**src/rtl/salsa_pkg.sv**
```systemverilog
// Shared Salsa20 types, rotation constants and quarterround word-index tables.
package salsa_pkg;

  localparam int unsigned WORD_W    = 32;
  localparam int unsigned NUM_WORDS = 16;
  localparam int unsigned NUM_QR    = 4;
  localparam int unsigned QR_ARGS   = 4;

  typedef logic [WORD_W-1:0] word_t;
  // Packed so word i sits at bits [32*i+31 : 32*i].
  typedef word_t [NUM_WORDS-1:0] state_t;
  typedef logic [3:0] idx_t;

  localparam int unsigned ROT_1 = 7;
  localparam int unsigned ROT_2 = 9;
  localparam int unsigned ROT_3 = 13;
  localparam int unsigned ROT_4 = 18;

  // Column (odd) round groups, each in QR argument order (a, b, c, d).
  localparam idx_t COL_IDX [NUM_QR][QR_ARGS] = '{
    '{4'd0,  4'd4,  4'd8,  4'd12},
    '{4'd5,  4'd9,  4'd13, 4'd1 },
    '{4'd10, 4'd14, 4'd2,  4'd6 },
    '{4'd15, 4'd3,  4'd7,  4'd11}
  };

  // Row (even) round groups, each in QR argument order (a, b, c, d).
  localparam idx_t ROW_IDX [NUM_QR][QR_ARGS] = '{
    '{4'd0,  4'd1,  4'd2,  4'd3 },
    '{4'd5,  4'd6,  4'd7,  4'd4 },
    '{4'd10, 4'd11, 4'd8,  4'd9 },
    '{4'd15, 4'd12, 4'd13, 4'd14}
  };

  // Left rotate of a 32-bit word by a constant amount (1..31).
  function automatic word_t rotl(input word_t x, input int unsigned n);
    return (x << n) | (x >> (WORD_W - n));
  endfunction

endpackage

```
**src/rtl/salsa_round_if.sv**
```systemverilog
// Round request/result bundle between the hash core and salsa_round.
interface salsa_round_if;
  import salsa_pkg::*;

  logic   in_valid;
  logic   even;
  state_t data_in;
  logic   out_valid;
  state_t data_out;

  modport master (output in_valid, even, data_in, input out_valid, data_out);
  modport slave  (input in_valid, even, data_in, output out_valid, data_out);
endinterface

```
**src/rtl/salsa_quarterround.sv**
```systemverilog
// Combinational Salsa20 quarterround; each step feeds the next in the fixed b, c, d, a order.
module salsa_quarterround
  import salsa_pkg::*;
(
  input  word_t a,
  input  word_t b,
  input  word_t c,
  input  word_t d,
  output word_t a_out,
  output word_t b_out,
  output word_t c_out,
  output word_t d_out
);

  word_t b1;
  word_t c1;
  word_t d1;
  word_t a1;

  assign b1 = b ^ rotl(a + d,   ROT_1);
  assign c1 = c ^ rotl(b1 + a,  ROT_2);
  assign d1 = d ^ rotl(c1 + b1, ROT_3);
  assign a1 = a ^ rotl(d1 + c1, ROT_4);

  assign a_out = a1;
  assign b_out = b1;
  assign c_out = c1;
  assign d_out = d1;

endmodule

```
**src/rtl/salsa_round.sv**
```systemverilog
// One Salsa20 column (even=0) or row (even=1) round over a 512-bit state.
// Build option: SALSA_ROUND_OUTREG_EN adds a 1-cycle output register stage;
// without it the block is purely combinational and clk/reset are unused.
module salsa_round
  import salsa_pkg::*;
(
  input logic         clk,
  input logic         reset,
  salsa_round_if.slave bus
);

  state_t st_in;
  state_t rnd;
  idx_t   sel_idx [NUM_QR][QR_ARGS];
  word_t  qin     [NUM_QR][QR_ARGS];
  word_t  qout    [NUM_QR][QR_ARGS];

  assign st_in = bus.data_in;

  // Pick the word group of each quarterround from the column or row table.
  always_comb begin
    for (int q = 0; q < NUM_QR; q++) begin
      for (int k = 0; k < QR_ARGS; k++) begin
        sel_idx[q][k] = bus.even ? ROW_IDX[q][k] : COL_IDX[q][k];
        qin[q][k]     = st_in[sel_idx[q][k]];
      end
    end
  end

  for (genvar g = 0; g < NUM_QR; g++) begin : g_qr
    salsa_quarterround u_qr (
      .a     (qin[g][0]),
      .b     (qin[g][1]),
      .c     (qin[g][2]),
      .d     (qin[g][3]),
      .a_out (qout[g][0]),
      .b_out (qout[g][1]),
      .c_out (qout[g][2]),
      .d_out (qout[g][3])
    );
  end

  // Scatter results back; each word is written by exactly one quarterround.
  always_comb begin
    rnd = '0;
    for (int q = 0; q < NUM_QR; q++) begin
      for (int k = 0; k < QR_ARGS; k++) begin
        rnd[sel_idx[q][k]] = qout[q][k];
      end
    end
  end

`ifdef SALSA_ROUND_OUTREG_EN
  // Output stage: reset wins, result captured only for valid input, held otherwise.
  always_ff @(posedge clk) begin
    if (reset) begin
      bus.out_valid <= 1'b0;
      bus.data_out  <= '0;
    end else begin
      bus.out_valid <= bus.in_valid;
      if (bus.in_valid) begin
        bus.data_out <= rnd;
      end
    end
  end
`else
  // Combinational build: the enclosing core registers the result.
  logic unused_clk_reset;
  assign unused_clk_reset = clk ^ reset;
  assign bus.out_valid    = bus.in_valid;
  assign bus.data_out     = rnd;
`endif

endmodule

```
**src/flat_wrapper.sv**
```systemverilog
// flat-port wrapper written by rule: the top's interface ports become plain ports
module salsa_round_flat import salsa_pkg::*;
  (clk, reset, bus_in_valid, bus_even, bus_data_in, bus_out_valid, bus_data_out);
  salsa_round_if bus_i ();
  input logic clk;
  input logic reset;
  input wire logic [$bits(bus_i.in_valid)-1:0] bus_in_valid;
  input wire logic [$bits(bus_i.even)-1:0] bus_even;
  input wire logic [$bits(bus_i.data_in)-1:0] bus_data_in;
  output wire logic [$bits(bus_i.out_valid)-1:0] bus_out_valid;
  output wire logic [$bits(bus_i.data_out)-1:0] bus_data_out;
  assign bus_i.in_valid = bus_in_valid;
  assign bus_i.even = bus_even;
  assign bus_i.data_in = bus_data_in;
  assign bus_out_valid = bus_i.out_valid;
  assign bus_data_out = bus_i.data_out;
  salsa_round u_core (.clk(clk), .reset(reset), .bus(bus_i));
endmodule
```
**config.mk**
```make
export PLATFORM = sky130hd
export DESIGN_NAME = salsa_round_flat
export DESIGN_NICKNAME = d
export VERILOG_FILES = /design/src/rtl/salsa_pkg.sv /design/src/rtl/salsa_round_if.sv /design/src/rtl/salsa_quarterround.sv /design/src/rtl/salsa_round.sv /design/src/flat_wrapper.sv
export SDC_FILE = /design/constraint.sdc
export NUM_CORES = 2
export LEC_CHECK = 0
export CAP_MARGIN = 20
export CORE_AREA = 2 2 402 404
export DETAILED_ROUTE_END_ITERATION = 8
export DIE_AREA = 0 0 404 406
export MAX_ROUTING_LAYER = met4
export PLACE_DENSITY = 0.5
export SLEW_MARGIN = 20
export SYNTH_ARGS = -nofsm -noshare
export SYNTH_HDL_FRONTEND = slang
export SYNTH_HIERARCHICAL = 1
export SYNTH_SLANG_ARGS = --single-unit
```
**constraint.sdc**
```tcl
create_clock -name vclk -period 36.9
set_clock_uncertainty 0.2 [all_clocks]
set_input_delay 5.535 -clock vclk [all_inputs]
set_output_delay 5.535 -clock vclk [all_outputs]
set_load 0.05 [all_outputs]
```
==> flow_summary.toml <==
[outcome]
status = "complete, no violations"

[sta]
slew_headroom_pct = 13.3
rsz0062_at_grt = "no"
fin_crit_sh_pct = 76.3
setup_viol = 0
fmax_mhz = 35.5
slew_viol_final = 0
layout_min_cycle_time_ns = 28.15
hold_viol_final = 0
tightestPinTransition_ns = 1.29
fin_setup_tns_ns = 0

[drt]
dr.pass1.iters = 5
avgViaCountPerCell = 5.65
ant_nets = 0
top_layer_used = "met4"
wl_mm = 305
vias = 43800
dr_wl_met2_mm = 133
wl_per_cell_um = 39.3
drc_errors = 0
met3_length_mm = 23.4
met1_length_mm = 127
first_iter_violations = 5028

[floorplanning]
initial_core_util_pct = 23.5
core-area_um2 = 160000
boundaryPins = 1029
die_w_um = 404
die_y_um = 406
die-area_um2 = 164000
num_rows = 147

[synthesis]
synth_top_area_cell = "mux2_2"
synth_top_area_share_pct = 23.0
synth_area_leaders = "mux2_2 23%, ha_1 17%, xnor2_1 15%, xor2_1 7.7%, a21o_1 5.7%"
syn-num-nets = 5611
synth.distinct_cells = 94
netlist_instances = 4575
yosys-top-cells-count = "769 x mux2_2, 644 x xnor2_1, 504 x ha_1, 401 x a21oi_1, 332 x xor2_1"
avgSynthCellArea_um2 = 8.22
synth.most_common_cell = "mux2_2"
ys_warn_count = 6
mappedNetlistArea_um2 = 37600
yosysSeqAreaShare_pct = 0

[grt]
antenna_found_initial = 46
grt_overflow = 0
grt_pass1_vias = 40300
grt_pass1_wl_mm = 386
grt_max_degree = 76
grt.total_usage_pct = 36.2

[worst_setup_path]
crit_top_cell = "a21oi_1"
arrival_ns = 22.42
end_kind = "primary output"
slowest_stage = "xnor2_1"
crit_path_max_incr_delay_ns = 0.94
path_delay_family = "compound AO/OA/AOI/OAI gates"
cp-start-kind = "primary input"
required_ns = 31.16
criticalPathCategory = "primary input to primary output"
cp_max_fo = 66
worst-path-buf-inv = 8

[place]
gp_congestion = 1.08
placed_cells = 7726
hpwl_mm = 274
io_buffer_count = 1025

[clocking]
cts_resized = 0
postCtsSetupRepairBufs = 0
cts_hold_buffers = 0

[cells_and_area]
seq_cells = 0
nClkBuffers = 0
area_growth_syn_to_layout_pct = 36.2
final_cells = 7757
layout.nets = 6679
drive_gt1_share_pct = 17.9
area.sequential_um2 = 0

[flow_run]
maxCapViolations = 0

[min_path]
hold_class = "primary input to primary output"
[worst paths after layout]
| path | depth (start not counted) | to | start | slack, ns |
|---|---|---|---|---|
| worst max-delay path | 50 | bus_data_out[336] | bus_even | 8.75 |
| worst min-delay path | 0 | bus_out_valid | bus_in_valid | 10.87 |
[stage by stage]
stage	hold WS, ns	setup WS [ns]	area, um^2	util, %
after floorplan	11.04	14.83	37600	-
after global placement	10.87	9.26	51100	32.0
after detailed placement	10.87	9.26	51100	32.0
after CTS	10.87	9.23	51100	32.0
after global routing	10.87	8.31	51200	32.1
final	10.87	8.75	51200	32.1
[placed cells by master (no fill, tap or decap), types with 30 or more instances in the layout]
cell type / n
mux2_2: 769
a211oi_1: 46
buf_4: 148
and2_1: 33
nand2_1: 210
diode_2: 30
a31oi_1: 32
xor2_1: 330
nor3_1: 61
and3_1: 51
a21o_1: 284
clkdlybuf4s50_1: 1024
o21bai_1: 46
nand3_1: 87
nor2_1: 159
ha_1: 504
a21oi_1: 401
xnor2_1: 617
nand2b_1: 36
inv_1: 82
nor2b_1: 39
o21ai_0: 177
o211ai_1: 40
o21a_1: 41
[per-layer routing]
metal	up-vias	track usage (%)
li1	19300	-
met1	21500	45.2
met2	2504	55.4
met3	487	5.94
met4	0	19.8
met5	-	-
[cell families after synthesis]
family          count (synthesis)  synth area share [%]
compound gates               1295                  22.6
xor+xnor                      982                  23.1
fa+ha+maj                     520                  17.6
buf+inv                       191                  2.73
mux                           770                  23.1
simple gates                  817                  10.9
[cell type report]
| cell class | instances | area [um^2] |
|---|---|---|
| diodes | 30 | 75.1 |
| fillers | 17100 | 108000 |
| inverters | 84 | 315 |
| multi-input cells | 4384 | 36800 |
| well taps | 2086 | 2610 |
| repair buffers | 1173 | 11400 |
